==> src/rtl/mem_arbiter.sv <==
// Arbitrates the single memory bus between instruction fetch (I) and data (D) requesters,
// translating kseg0/kseg1 virtual addresses and sequencing one single-beat transaction at a time.
module mem_arbiter #(
    parameter int unsigned STARVE_LIMIT = 4
) (
    input  logic        clk,
    input  logic        resetn,
    input  logic        i_valid,
    input  logic [31:0] i_addr,
    output logic        i_addr_ok,
    output logic        i_data_ok,
    output logic [31:0] i_rdata,
    input  logic        d_valid,
    input  logic [31:0] d_addr,
    input  logic        d_write,
    input  logic [1:0]  d_size,
    input  logic [3:0]  d_strobe,
    input  logic [31:0] d_wdata,
    output logic        d_addr_ok,
    output logic        d_data_ok,
    output logic [31:0] d_rdata,
    output logic        m_valid,
    output logic [31:0] m_paddr,
    output logic        m_write,
    output logic [1:0]  m_size,
    output logic [3:0]  m_strobe,
    output logic [31:0] m_wdata,
    output logic        m_uncached,
    input  logic        m_ready,
    input  logic        m_data_ok,
    input  logic [31:0] m_rdata
);

    localparam int unsigned CNT_W = 4;
    localparam logic OWNER_I = 1'b0;
    localparam logic OWNER_D = 1'b1;

    typedef enum logic [1:0] {IDLE, REQ, WAIT} state_t;

    state_t             state, state_next;
    logic [CNT_W-1:0]   starve_cnt, starve_next;
    logic               owner;
    logic [31:0]        paddr_q, wdata_q;
    logic               write_q, uncached_q;
    logic [1:0]         size_q;
    logic [3:0]         strobe_q;
    logic               grant_i, grant_d, done;

    // kseg0/kseg1 fold onto physical 0x0000_0000..0x1FFF_FFFF; everything else is identity
    function automatic logic [31:0] to_paddr(input logic [31:0] vaddr);
        logic [3:0] seg;
        case (vaddr[31:28])
            4'h8, 4'hA: seg = 4'h0;
            4'h9, 4'hB: seg = 4'h1;
            default:    seg = vaddr[31:28];
        endcase
        return {seg, vaddr[27:0]};
    endfunction

    always_ff @(posedge clk) begin
        if (!resetn) begin
            state      <= IDLE;
            starve_cnt <= '0;
            owner      <= OWNER_I;
            paddr_q    <= '0;
            wdata_q    <= '0;
            write_q    <= 1'b0;
            uncached_q <= 1'b0;
            size_q     <= '0;
            strobe_q   <= '0;
        end else begin
            state      <= state_next;
            starve_cnt <= starve_next;
            if (grant_i) begin
                owner      <= OWNER_I;
                paddr_q    <= to_paddr(i_addr);
                uncached_q <= (i_addr[31:29] == 3'b101);
                write_q    <= 1'b0;
                size_q     <= 2'd2;
                strobe_q   <= '0;
                wdata_q    <= '0;
            end else if (grant_d) begin
                owner      <= OWNER_D;
                paddr_q    <= to_paddr(d_addr);
                uncached_q <= (d_addr[31:29] == 3'b101);
                write_q    <= d_write;
                size_q     <= d_size;
                strobe_q   <= d_write ? d_strobe : 4'd0;
                wdata_q    <= d_wdata;
            end
        end
    end

    always_comb begin
        state_next  = state;
        starve_next = starve_cnt;
        grant_i     = 1'b0;
        grant_d     = 1'b0;
        done        = 1'b0;
        case (state)
            IDLE: begin
                if (i_valid && d_valid) begin
                    if (starve_cnt == CNT_W'(STARVE_LIMIT)) grant_i = 1'b1;
                    else                                    grant_d = 1'b1;
                end else if (i_valid) begin
                    grant_i = 1'b1;
                end else if (d_valid) begin
                    grant_d = 1'b1;
                end
                // counts rounds I has lost in a row while it was waiting
                if (grant_d && i_valid)       starve_next = starve_cnt + CNT_W'(1);
                else if (grant_i || !i_valid) starve_next = '0;
                if (grant_i || grant_d) state_next = REQ;
            end
            REQ: begin
                if (m_ready) begin
                    if (m_data_ok) begin
                        done       = 1'b1;
                        state_next = IDLE;
                    end else begin
                        state_next = WAIT;
                    end
                end
            end
            WAIT: begin
                if (m_data_ok) begin
                    done       = 1'b1;
                    state_next = IDLE;
                end
            end
            default: state_next = IDLE;
        endcase
    end

    // everything is forced low while reset is held, including the combinational handshakes
    assign i_addr_ok  = resetn && grant_i;
    assign d_addr_ok  = resetn && grant_d;
    assign i_data_ok  = resetn && done && (owner == OWNER_I);
    assign d_data_ok  = resetn && done && (owner == OWNER_D);
    assign i_rdata    = (resetn && state != IDLE && owner == OWNER_I) ? m_rdata : 32'd0;
    assign d_rdata    = (resetn && state != IDLE && owner == OWNER_D) ? m_rdata : 32'd0;
    assign m_valid    = resetn && (state == REQ);
    assign m_paddr    = resetn ? paddr_q : 32'd0;
    assign m_write    = resetn && write_q;
    assign m_size     = resetn ? size_q : 2'd0;
    assign m_strobe   = resetn ? strobe_q : 4'd0;
    assign m_wdata    = resetn ? wdata_q : 32'd0;
    assign m_uncached = resetn && uncached_q;

endmodule

==> config.mk <==
export PLATFORM = sky130hd
export DESIGN_NAME = mem_arbiter
export DESIGN_NICKNAME = d
export VERILOG_FILES = /design/src/rtl/mem_arbiter.sv
export SDC_FILE = /design/constraint.sdc
export NUM_CORES = 1
export LEC_CHECK = 0
export ABC_AREA = 1
export BUFFER_PORTS_ARGS = -buffer_cell sky130_fd_sc_hd__buf_2
export CORE_AREA = 2 2 109 111
export CTS_BUF_LIST = sky130_fd_sc_hd__clkbuf_2
export DETAILED_ROUTE_END_ITERATION = 10
export DIE_AREA = 0 0 111 113
export PLACE_DENSITY = 0.78
export SYNTH_ARGS = -nofsm -noshare
export SYNTH_HDL_FRONTEND = slang
export SYNTH_SLANG_ARGS = --single-unit
==> constraint.sdc <==
create_clock -name clk -period 1.51 [get_ports clk]
set_clock_uncertainty 0.15 [all_clocks]
set_input_delay 0.0755 -clock clk [delete_from_list [all_inputs] [get_ports clk]]
set_output_delay 0.0755 -clock clk [all_outputs]
set_load 0.05 [all_outputs]
After elaboration in Yosys (flattened, before gate mapping)
Index checks and enable logic that the tools add are counted.
W data, S select, Z words.
- word-level logic and storage cells: 92
- bits in registers: 79
- output and inout port bits: 141
- muxes and demuxes: 36
- reductions and logical operators: 27
- add/sub/neg operators: 1
- equal/unequal tests: 16
- bitwise gates (word level): 2
- operator list (kind ; count):
    $mux W32 ; 6
    $eq A4 B4 Y1 const B ; 8
    $mux W4 ; 4
    $pmux W4 S2 ; 2
    $mux W1 ; 15
    $mux W2 ; 7
    $logic_and A1 B1 Y1 ; 13
    $reduce_or A2 Y1 ; 5
    $eq A3 B3 Y1 const B ; 2
    $ne A2 B2 Y1 const B ; 3
    $pmux W2 S3 ; 1
    $reduce_bool A2 Y1 ; 3
    $add A4 B1 Y4 const B ; 1
    $eq A4 B3 Y1 const B ; 1
    $reduce_and A3 Y1 ; 1
    $eq A2 B1 Y1 const B ; 1
    $eq A2 B2 Y1 const B ; 1
    $logic_not A2 Y1 ; 1
    $logic_or A1 B1 Y1 ; 2
    $not A1 Y1 ; 2
    $pmux W1 S2 ; 1
    $reduce_and A2 Y1 ; 1
    $logic_not A1 Y1 ; 1

Depth between registers and ports, before layout
Gate-level depths: netlist (run 1).
- word-level depth: 7
- depth in mapped cells: 11

Least setup slack after synthesis (run 1)
OpenSTA, ideal clock, no wires.
- path kind: reg2reg
- start point: register state[0]
- end point: register size_q[1]
- path buffers: 2
- data arrival time: 1.836 ns
- stages on the path, launching flop included: 11
- setup slack: -0.538 ns
- cell sequence: dfxtp_1 inv_1 ha_1 buf_4 nand2_4 inv_4 nand2_4 buf_6 nor2_1 a31oi_1 nand2_1
- longest elaborated chain between the ends: 3
- elaborated cells between the ends (all ways): 5
- ends and longest elaborated chain (what ; line ; RTL):
    start, declared ; 40 ; state_t state, state_next;
    start signal, assigned ; 72 ; state <= state_next;
    $logic_not A2 Y1 (*) ; 100 ; case (state)
    $mux W1 ; 100 ;
    $mux W2 / $reduce_bool A2 Y1 (equally long branches) ; - ;
    end signal, assigned ; 87 ; size_q <= d_size;
    end, declared ; 45 ; logic [1:0] size_q;
Mark *: on every way between the ends. The rest lies on a longest branch, timed or not.
A chain may end at the register's enable or synchronous reset.

Final worst setup path (run 1)
- start point: register state[1]
- end point: output i_rdata[26]
- longest elaborated chain between the ends: 4
- ends and longest elaborated chain (what ; line ; RTL):
    $reduce_bool A2 Y1 ; 140 ; assign i_rdata = (resetn && state != IDLE && owner == OWNER_I) ? m_rdata : 32'd0;
    $logic_and A1 B1 Y1 (2 in a row) ; 140 ;
    $mux W32 ; 140 ;
    end, declared ; 12 ; output logic [31:0] i_rdata,
No other way between the ends.

==> results of run 1 <==
==> registers in the layout, summed over array words and instances, names as in the netlist <==
register and flops:
paddr_q 32, strobe_q 4, size_q 2, uncached_q 1, state 2, write_q 1
owner 1, starve_cnt 4, wdata_q 32
==> per-stage QoR <==
step | TNS [ps] | instances | setup slack, ps | util (%) | area [sq um]
3_5_place_dp | -5790 | 1096 | -142 | 57.0 | 6430
4_1_cts | -55850 | 1264 | -639 | 83.9 | 9460
6_report | -88490 | 1284 | -936 | 97.3 | 11000
5_1_grt | -92200 | 1284 | -941 | 97.3 | 11000
3_3_place_gp | -2800 | 1096 | -104 | 57.0 | 6430
2_1_floorplan | -12510 | 687 | -382 | - | 4770
==> worst min path at each step <==
stage	to	slack [ps]	depth (start not counted)	startpoint
2_1_floorplan	size_q[1]$_SDFFE_PN0P_	40	2	d_size[1]
3_3_place_gp	size_q[1]$_SDFFE_PN0P_	120	3	d_size[1]
3_5_place_dp	size_q[1]$_SDFFE_PN0P_	130	3	d_size[1]
4_1_cts	uncached_q$_SDFFE_PN0P_	-130	5	i_valid
5_1_grt	uncached_q$_SDFFE_PN0P_	-70	5	i_valid
6_report	uncached_q$_SDFFE_PN0P_	-60	5	i_valid
==> cells in the mapped netlist (9+ instances only) <==
cell type / n / area, sq um
buf_2: 25 / 125
o211ai_1: 29 / 218
inv_1: 151 / 567
nor2_1: 74 / 278
o21ai_0: 9 / 45.0
dfxtp_1: 79 / 1580
nand3_1: 63 / 315
buf_4: 11 / 82.6
nand2_1: 126 / 473
a21oi_1: 42 / 210
o21ai_1: 30 / 150
==> layout make-up <==
type | instances | area share (%)
clock inverters | 7 | 0.867
repair buffers | 482 | 45.9
well taps | 143 | 1.63
inverters | 156 | 5.46
clock buffers | 9 | 0.411
multi-input cells | 406 | 30.4
flip-flops and latches | 79 | 15.2
diodes | 2 | 0.0456
==> power groups by stage <==
stage	logic (mW)	registers [mW]	clock network [mW]
floorplan	1.86	2.46	0
global placement	2.53	2.48	0
detailed placement	2.55	2.48	0
CTS	3.71	2.45	1.36
global route	5.04	2.62	1.58
finish	4.96	2.63	1.56
==> worst max-delay path: cells and delay by family (launching register included) <==
kind | cells | cell delay, ps
simple gates | 3 | 500
flops | 1 | 440
fa+ha+maj | 1 | 200
buf+inv | 3 | 460
==> metal layers <==
metal	GRT usage [%]	vias to the layer above
li1	-	3021
met1	37.0	3665
met2	70.6	1048
met3	11.4	476
met4	29.3	0
met5	0	-
==> logic make-up (layout without fill, tap and decap cells) <==
| family | after synthesis | after routing | share of synthesized area [%] |
|---|---|---|---|
| DFF | 79 | 79 | 35.6 |
| xor gates and xnor gates | 2 | 2 | 0.395 |
| AOI/OAI and AO/OA | 117 | 117 | 15.2 |
| other | 0 | 2 | 0 |
| buffers and inverters | 202 | 654 | 19.8 |
| adders and majority gates | 5 | 5 | 1.41 |
| and+or+nand+nor | 282 | 282 | 27.5 |
==> what timing repair did <==
item	in CTS	in global routing
buffers inserted	22	20
gates resized for setup	332	454
gates cloned	16	4
endpoints found under the hold margin	79	19
pin swaps	44	30
endpoints found under the setup margin	205	219
==> flow_summary.ini, run 1 <==
[run_status]
status = complete, but fails checks
violations = negative hold slack, negative setup slack

[floorplan]
rows = 39
core_sq_mm = 0.0113
die_x_um = 111
die_area_sq_mm = 0.0125
start_util_pct = 39.4
io_pins = 282
die_y_um = 113

[drt]
dr_wl_met3_um = 4760
drt_iter0_markers = 1164
routedLengthMet1_um = 11000
drc_errors = 0
wl_met2_um = 16100
top_layer_used = met4
dr.pass1.iters = 7
wl_per_cell_um = 28.8
vias = 8210
ant_nets = 0
vias_per_cell = 6.39
wl_um = 36900

[setup_path]
reg2reg_slack_ps = -650
r2r_start = state[1]$_SDFFE_PN0P_
path_max_fanout = 21
crit_chain = inv_2 -> ha_4 -> nor2_4 -> nand2_2 -> buf_12 -> nor2_1 -> buf_6
reg2reg_depth = 13
crit_start = state[1]$_SDFFE_PN0P_
start_kind = register
cpPeakStageDelay_ps = 440
crit_end = i_rdata[26]
cp_slowest_cell = dfxtp_2
rr_endpoint = uncached_q$_SDFFE_PN0P_
worst-endpoint-required_ps = 1280
critPathKind = reg -> out
cp-end-kind = output pin
critPathArrivalTime_ps = 2220

[pwr]
ir_worst_vdd_mv = 0.599
clkPwrFrac_pct = 17.0
swShare_pct = 45.5
internal_power_mw = 4.99
power_density_mw_per_mm2 = 834
finalPower_mw = 9.15
leakage_nw = 5.42
p_comb_share_pct = 54.2
netSwitchingPower_mw = 4.16
p_seq_share_pct = 28.7

[global_route]
grt_max_degree = 40
antenna_found_initial = 2
grt_pass1_vias = 7524
grt_overflow = 0
grt_pass1_wl_um = 38500
grt_usage_pct = 38.8

[cts]
cts_buffers = 9
cts_tree = yes
ctsHoldBuffers = 117
insertion_delay_ps = 590
ctsLongestPathBuffers = 2
cts_sinks = 79
htree_levels = 3
clk_pin_slew_ps = 270
root_buffer = clkbuf_2

[placed_design]
io_buffers = 281
dp_hpwl_um = 10700
gp_congestion = 0.865

[synth]
synthesis.nets = 833
syn-instance-count = 687
synth_edf_count = 0
synth.cell_area_sq_mm = 0.00444
yosysSeqAreaShare_pct = 35.6
ys_seq_elements = 79
synth.avg_cell_area_sq_um = 6.46
ys_warn_count = 0
synthFlopType = dfxtp_1
synth_cell_types = 28
async_reset_ff_share_pct = 0

[sta]
report.final.slew_viol_count = 0
hold_slack_ps = -57.9
tightest_slew_ps = 978
timing.final.crit_share_pct = 162
fmax_mhz = 409
setup_ws_ps = -936
rsz0062_at_grt = yes
min_period_ps = 2450
max-slew-margin-rel_pct = 34.8
hold_viol_final = 11
setup_viol = 212

[layout]
final_layout_size_suffix_gt1_share_pct = 67.6
multi_input_area_sq_mm = 0.00334
finalNetCount = 1280
syn2layout_area_growth_pct = 147
final_common_cell = buf_2
fillCellCount = 177
seqCellArea_sq_mm = 0.00167
final_cell_mix = buf_2, dlygate4sd3_1, buf_6

[flow_run]
maxCapViolCount = 0

[worst_hold_path]
hold_class = in -> reg
Power figures use the tool's default switching activity.
==> run 2, diff against run 1 <==
==> constraint.sdc (replaced) <==
create_clock -name clk -period 1.51 [get_ports clk]
set_clock_uncertainty 0.15 [all_clocks]
set_input_delay 0.2265 -clock clk [delete_from_list [all_inputs] [get_ports clk]]
set_output_delay 0.2265 -clock clk [all_outputs]
set_load 0.05 [all_outputs]
==> run 2 against run 1 <==
The run now fails in global routing. Synthesized area stayed put. Synthesized cell count did not move.
==> flow_summary.ini, run 2 <==
[synth]
synthesis.nets = 833
synth_adder_area_share_pct = 1.41
synth_top_area_cell = dfxtp_1
synth_compound_area_share_pct = 15.2
synth.cell_area_sq_mm = 0.00444
yosysMostFrequentCell = inv_1
ys_seq_elements = 79
synth_top_family_by_area = simple AND/OR/NAND/NOR gates
synth.avg_cell_area_sq_um = 6.46
async_reset_ff_share_pct = 0
ys_top_cells_by_area = dfxtp_1, inv_1, nand2_1
syn-instance-count = 687
yosysSeqAreaShare_pct = 35.6
synth_cell_types = 28
synth_top_area_share_pct = 35.6
synth_edf_count = 0
synth_common_cells = inv_1, nand2_1, dfxtp_1
synth_xor_area_share_pct = 0.394
yosys.area_share.simple_pct = 27.5
muxShareOfSynthArea_pct = 0
ys_warn_count = 0
synthFlopType = dfxtp_1

[placed_design]
placed_area_sq_mm = 0.00675
dp_hpwl_um = 11300
dp.cells = 1127
io_buffers = 281
gp_congestion = 0.880

[floorplan]
start_util_pct = 39.4
io_pins = 282
die_x_um = 111
rows = 39
die_y_um = 113

[global_route]
grt_max_degree = 56

[run_status]
lastStage = global routing
status = stopped before the end
stop_error = [ERROR DPL-0038] Utilization greater than 100%, impossible to legalize

[cts]
cts_buffers = 9
ctsLongestPathBuffers = 2
cts_sinks = 79
htree_levels = 3
root_buffer = clkbuf_2

[sta]
worst_endpoint_kind = output port
postGrtWorstEndpoint = i_rdata[29]
[run 2: stage by stage]
stage	hold slack [ps]	setup slack (ps)	TNS (ps)
2_1_floorplan	187	-357	-18700
3_3_place_gp	278	-196	-16780
3_5_place_dp	280	-231	-22340
4_1_cts	-54.0	-770	-80990
[run 2: kinds of logic after synthesis]
logic type / after synthesis
simple gates: 282
buf+inv: 202
compound gates: 117
flops: 79
fa+ha+maj: 5
xor+xnor: 2
[run 2: timing repair]
action / CTS
pin swaps: 37
cloned: 13
hold endpoints to repair: 74
hold buffers: 106
setup buffers: 49
endpoints found under the setup margin: 214
resized for setup: 490
==> run 3, diff against run 2 <==
--- a/config.mk
+++ b/config.mk
@@ -7,11 +7,10 @@
 export LEC_CHECK = 0
 export ABC_AREA = 1
 export BUFFER_PORTS_ARGS = -buffer_cell sky130_fd_sc_hd__buf_2
-export CORE_AREA = 2 2 109 111
-export CTS_BUF_LIST = sky130_fd_sc_hd__clkbuf_2
+export CORE_AREA = 2 2 137 139
 export DETAILED_ROUTE_END_ITERATION = 10
-export DIE_AREA = 0 0 111 113
-export PLACE_DENSITY = 0.78
+export DIE_AREA = 0 0 139 141
+export PLACE_DENSITY_LB_ADDON = 0.15
 export SYNTH_ARGS = -nofsm -noshare
 export SYNTH_HDL_FRONTEND = slang
 export SYNTH_SLANG_ARGS = --single-unit
==> constraint.sdc (replaced) <==
create_clock -name clk -period 1.96 [get_ports clk]
set_clock_uncertainty 0.15 [all_clocks]
set_input_delay 0.294 -clock clk [delete_from_list [all_inputs] [get_ports clk]]
set_output_delay 0.294 -clock clk [all_outputs]
set_load 0.05 [all_outputs]
==> run 3 against run 2 <==
The flow now finishes, with violations (negative setup slack).
==> flow_summary.ini, run 3 (same netlist as run 1, synthesis figures left out) <==
[layout]
final_cell_mix = buf_2, inv_1, nand2_1
final_util_pct = 42.7
syn2layout_area_growth_pct = 75.5
fillCellCount = 1894
multi_input_area_sq_mm = 0.00253
final_common_cell = buf_2
seqCellArea_sq_mm = 0.00159
largest_registers = paddr_q: 32 flops, wdata_q: 32 flops
fin_cells = 1221
finalNetCount = 1128
diodes = 0
final_layout_size_suffix_gt1_share_pct = 45.4
stdcell_area_sq_mm = 0.00779

[floorplan]
die_y_um = 141
core_sq_mm = 0.0183
die_x_um = 139
die_area_sq_mm = 0.0196
io_pins = 282
start_util_pct = 24.3
rows = 50

[global_route]
grt_max_degree = 74
grt_overflow = 0
grt_usage_pct = 16.6
grt_pass1_wl_um = 25900
grt_pass1_vias = 4909
antenna_found_initial = 1

[cts]
root_buffer = clkbuf_16
insertion_delay_ps = 330
cts_sinks = 79
cts_buffers = 9
cts_tree = yes
ctsLongestPathBuffers = 2
clk_pin_slew_ps = 70
htree_levels = 3

[sta]
max-slew-margin-rel_pct = 70.8
report.final.slew_viol_count = 0
setup_viol = 67
hold_viol_final = 0
fmax_mhz = 465
timing.final.crit_share_pct = 110
min_period_ps = 2150
setup_ws_ps = -191
tightest_slew_ps = 438
rsz0062_at_grt = yes

[drt]
wl_um = 17100
vias = 5261
wl_per_cell_um = 14.0
drt_iter0_markers = 146
vias_per_cell = 4.31
dr.pass1.iters = 4
drc_errors = 0
ant_nets = 0

[pwr]
power_density_mw_per_mm2 = 752
leakage_nw = 4.42
ir_worst_vdd_mv = 0.376
finalPower_mw = 5.86

[worst_hold_path]
hold_depth = 3
holdPathEnd = wdata_q[15]$_SDFFE_PP0N_
hold_class = in -> reg
hp-start = d_wdata[15]

[setup_path]
crit_top_cell = buf_6
path_max_fanout = 10
reg2reg_slack_ps = 120
cp-end-kind = output pin
start_kind = register
rr_endpoint = paddr_q[22]$_SDFFE_PN0P_
path_buf_inv = 5
crit_chain = inv_2 -> ha_4 -> nor2_4 -> buf_6 -> buf_12 -> nand2_8 -> buf_8 -> nor2_2 -> buf_6
path_delay_family = buffers and inverters
cpPeakStageDelay_ps = 330
critPathKind = reg -> out
r2r_start = state[0]$_SDFFE_PN0P_
reg2reg_depth = 12
cp_slowest_cell = dfxtp_2
critPathArrivalTime_ps = 1710
worst-endpoint-required_ps = 1520

[run_status]
violations = negative setup slack
status = complete, but fails checks

[placed_design]
gp_congestion = 0.771
placed_area_sq_mm = 0.00640
dp.cells = 1188
io_buffers = 281
dpl_worst_slack_ps = 42.3
dp_hpwl_um = 12200

[flow_run]
maxCapViolCount = 0
run 3: report_power, final:
group          internal (mW)  leakage (nW)  switching (mW)
Clock                  0.912         0.141           0.743
Combinational          0.824          3.62            1.50
Sequential              1.80         0.654          0.0814
Total                   3.54          4.42            2.32
run 3: layer usage:
layer	vias up	track usage, %	part of all wire, %
li1	2721	-	-
met1	2314	18.9	41
met2	204	30.0	50
met3	20	5.26	7.8
met4	2	4.31	1.4
met5	-	0	0.076
run 3: layout make-up:
class / instances / area share (%)
clock buffers: 10 / 3.07
clock inverters: 6 / 0.642
multi-input cells: 406 / 32.5
flip-flops and latches: 79 / 20.4
inverters: 156 / 7.68
repair buffers: 330 / 32.0
well taps: 234 / 3.76
run 3: worst max path at each step:
stage                                     start           to  slack, ps  cells past startpoint
after CTS                 state[0]$_SDFFE_PN0P_  d_rdata[23]       -180                      9
after floorplan           state[0]$_SDFFE_PN0P_   d_rdata[0]       -130                      6
final                     state[1]$_SDFFE_PN0P_  d_rdata[15]       -190                      9
after global placement    state[0]$_SDFFE_PN0P_  i_rdata[31]         70                      8
after global routing      state[0]$_SDFFE_PN0P_  d_rdata[15]       -260                      9
after detailed placement  state[0]$_SDFFE_PN0P_  i_rdata[31]         40                      8
run 3: what timing repair did:
item	in CTS	in global routing
pin swaps	7	4
hold buffers	0	0
setup buffers	7	6
cloned	4	1
endpoints found under the setup margin	68	103
hold endpoints to repair	0	0
resized for setup	199	41
run 3: through the flow:
stage / hold WS, ps / setup TNS (ps)
after global placement: 298 / 0
after detailed placement: 302 / 0
after CTS: 48.0 / -9290
final: 61.9 / -8920
after floorplan: 255 / -7100
after global routing: 65.9 / -14040
run 3: worst register-to-register path, stage by stage, from the launching register on:
cell and delay, ps:
dfxtp_2 320, inv_2 70, ha_4 160, buf_6 140, nand2_4 50, buf_4 120, buf_4 150, nand2_4 90
buf_12 140, buf_8 140, nand3_1 80, o211ai_1 80, inv_1 50
==> run 4, diff against run 3 <==
--- a/config.mk
+++ b/config.mk
@@ -7,9 +7,9 @@
 export LEC_CHECK = 0
 export ABC_AREA = 1
 export BUFFER_PORTS_ARGS = -buffer_cell sky130_fd_sc_hd__buf_2
-export CORE_AREA = 2 2 137 139
+export CORE_AREA = 2 2 108 110
 export DETAILED_ROUTE_END_ITERATION = 10
-export DIE_AREA = 0 0 139 141
+export DIE_AREA = 0 0 110 112
 export PLACE_DENSITY_LB_ADDON = 0.15
 export SYNTH_ARGS = -nofsm -noshare
 export SYNTH_HDL_FRONTEND = slang
==> run 4 against run 3 <==
The run still ends with negative setup slack left. Register-to-register slack worse by 20 ps. Worst setup slack worse by 42 ps. Hold slack got worse by 5.0 ps. Die area down 37%. Critical endpoint is now d_rdata[6]. Highest routed layer is now met4.
==> flow_summary.ini, run 4 (same netlist as run 1, synthesis figures left out) <==
[setup_path]
cp_slowest_cell = dfxtp_2
start_kind = register
cp-end-kind = output pin
worst-endpoint-required_ps = 1520
path_delay_family = buffers and inverters
path_max_fanout = 8
reg2reg_slack_ps = 100
crit_chain = inv_2 -> ha_4 -> nor2_4 -> buf_6 -> nand2_8 -> buf_12 -> nor2_4 -> buf_8
cpPeakStageDelay_ps = 340
critPathKind = reg -> out
critPathArrivalTime_ps = 1750
crit_top_cell = nor2_4
path_buf_inv = 4

[floorplan]
die_y_um = 112
core_sq_mm = 0.0112
io_pins = 282
die_area_sq_mm = 0.0123
start_util_pct = 39.7
die_x_um = 110
rows = 39

[layout]
final_layout_size_suffix_gt1_share_pct = 43.5
final_cell_mix = buf_2, inv_1, nand2_1
syn2layout_area_growth_pct = 69.4
final_util_pct = 67.3
diodes = 0
largest_registers = paddr_q: 32 flops, wdata_q: 32 flops
finalNetCount = 1111
fillCellCount = 975
fin_cells = 1113
final_common_cell = buf_2

[sta]
hold_viol_final = 0
max-slew-margin-rel_pct = 75.6
rsz0062_at_grt = yes
setup_ws_ps = -233
tightest_slew_ps = 365
min_period_ps = 2190
timing.final.crit_share_pct = 112
setup_viol = 68
report.final.slew_viol_count = 0
fmax_mhz = 456

[pwr]
power_density_mw_per_mm2 = 756
ir_worst_vdd_mv = 0.463
leakage_nw = 4.34

[drt]
vias_per_cell = 4.78
drc_errors = 0
wl_per_cell_um = 14.9
wl_um = 16600
dr.pass1.iters = 4
ant_nets = 0
drt_iter0_markers = 304
vias = 5319

[run_status]
status = complete, but fails checks
violations = negative setup slack

[global_route]
antenna_found_initial = 0
grt_overflow = 0
grt_pass1_vias = 4797
grt_pass1_wl_um = 23600
grt_usage_pct = 24.3
grt_max_degree = 51

[cts]
root_buffer = clkbuf_16
insertion_delay_ps = 340
clk_pin_slew_ps = 60
cts_tree = yes
cts_sinks = 79
htree_levels = 3
cts_buffers = 9
ctsLongestPathBuffers = 2
ctsHoldBuffers = 0

[placed_design]
dp_hpwl_um = 9970
io_buffers = 281
gp_congestion = 0.771
dp.cells = 1085

[worst_hold_path]
hold_class = in -> reg

[flow_run]
maxCapViolCount = 0
[run 4: final timing paths]
path / to / cells after the start / startpoint
max reg2reg: strobe_q[2]$_SDFFE_PP0N_ / 9 / state[0]$_SDFFE_PN0P_
max: d_rdata[6] / 8 / state[0]$_SDFFE_PN0P_
min: size_q[1]$_SDFFE_PN0P_ / 3 / d_size[1]
min reg2reg: wdata_q[17]$_SDFFE_PP0N_ / 2 / wdata_q[17]$_SDFFE_PP0N_
[run 4: per-stage QoR]
stage               area, sq um  hold slack [ps]  power, mW  setup TNS (ps)  setup slack [ps]
floorplan                  4620              255       3.30           -7100              -128
global placement           6190              298       3.80               0              57.6
CTS                        7190             52.1       5.62           -7080              -133
detailed placement         6190              302       3.81               0              27.1
global route               7520             77.7       5.98          -13190              -272
finish                     7520             56.9       5.69           -9480              -233
[run 4: layout make-up]
class	count	area, sq um	share of cell area, %
multi-input combinational	406	2490	33.1
timing repair buffer	313	2390	31.8
sequential	79	1580	21.1
inverter	156	593	7.88
clock buffer	9	225	2.99
tap	143	179	2.38
clock inverter	7	55.1	0.732
[run 4: worst register-to-register path, stage by stage (launching register included)]
cell	delay (ps)
dfxtp_2	340
inv_2	50
ha_4	160
buf_4	170
nand2_4	100
inv_4	70
nand2_4	100
buf_12	220
nand2_1	240
a21oi_1	190
[run 4: power by group]
group	internal, mW	switching [mW]
Combinational	0.750	1.46
Clock	0.873	0.713
Sequential	1.80	0.0845
[run 4: per-layer routing]
metal,up-vias,global-route usage [%],part of all wire (%)
met5,-,0,0
met1,2360,28.4,39
met2,232,42.5,49
met4,0,8.44,3.1
li1,2685,-,-
met3,42,6.21,8.7
[run 4: repair_timing]
item / CTS / global route
pin swaps: 1 / 3
gates resized for setup: 166 / 70
setup endpoints to repair: 68 / 69
hold endpoints to repair: 0 / 0
cloned: 6 / 0
setup buffers: 5 / 1
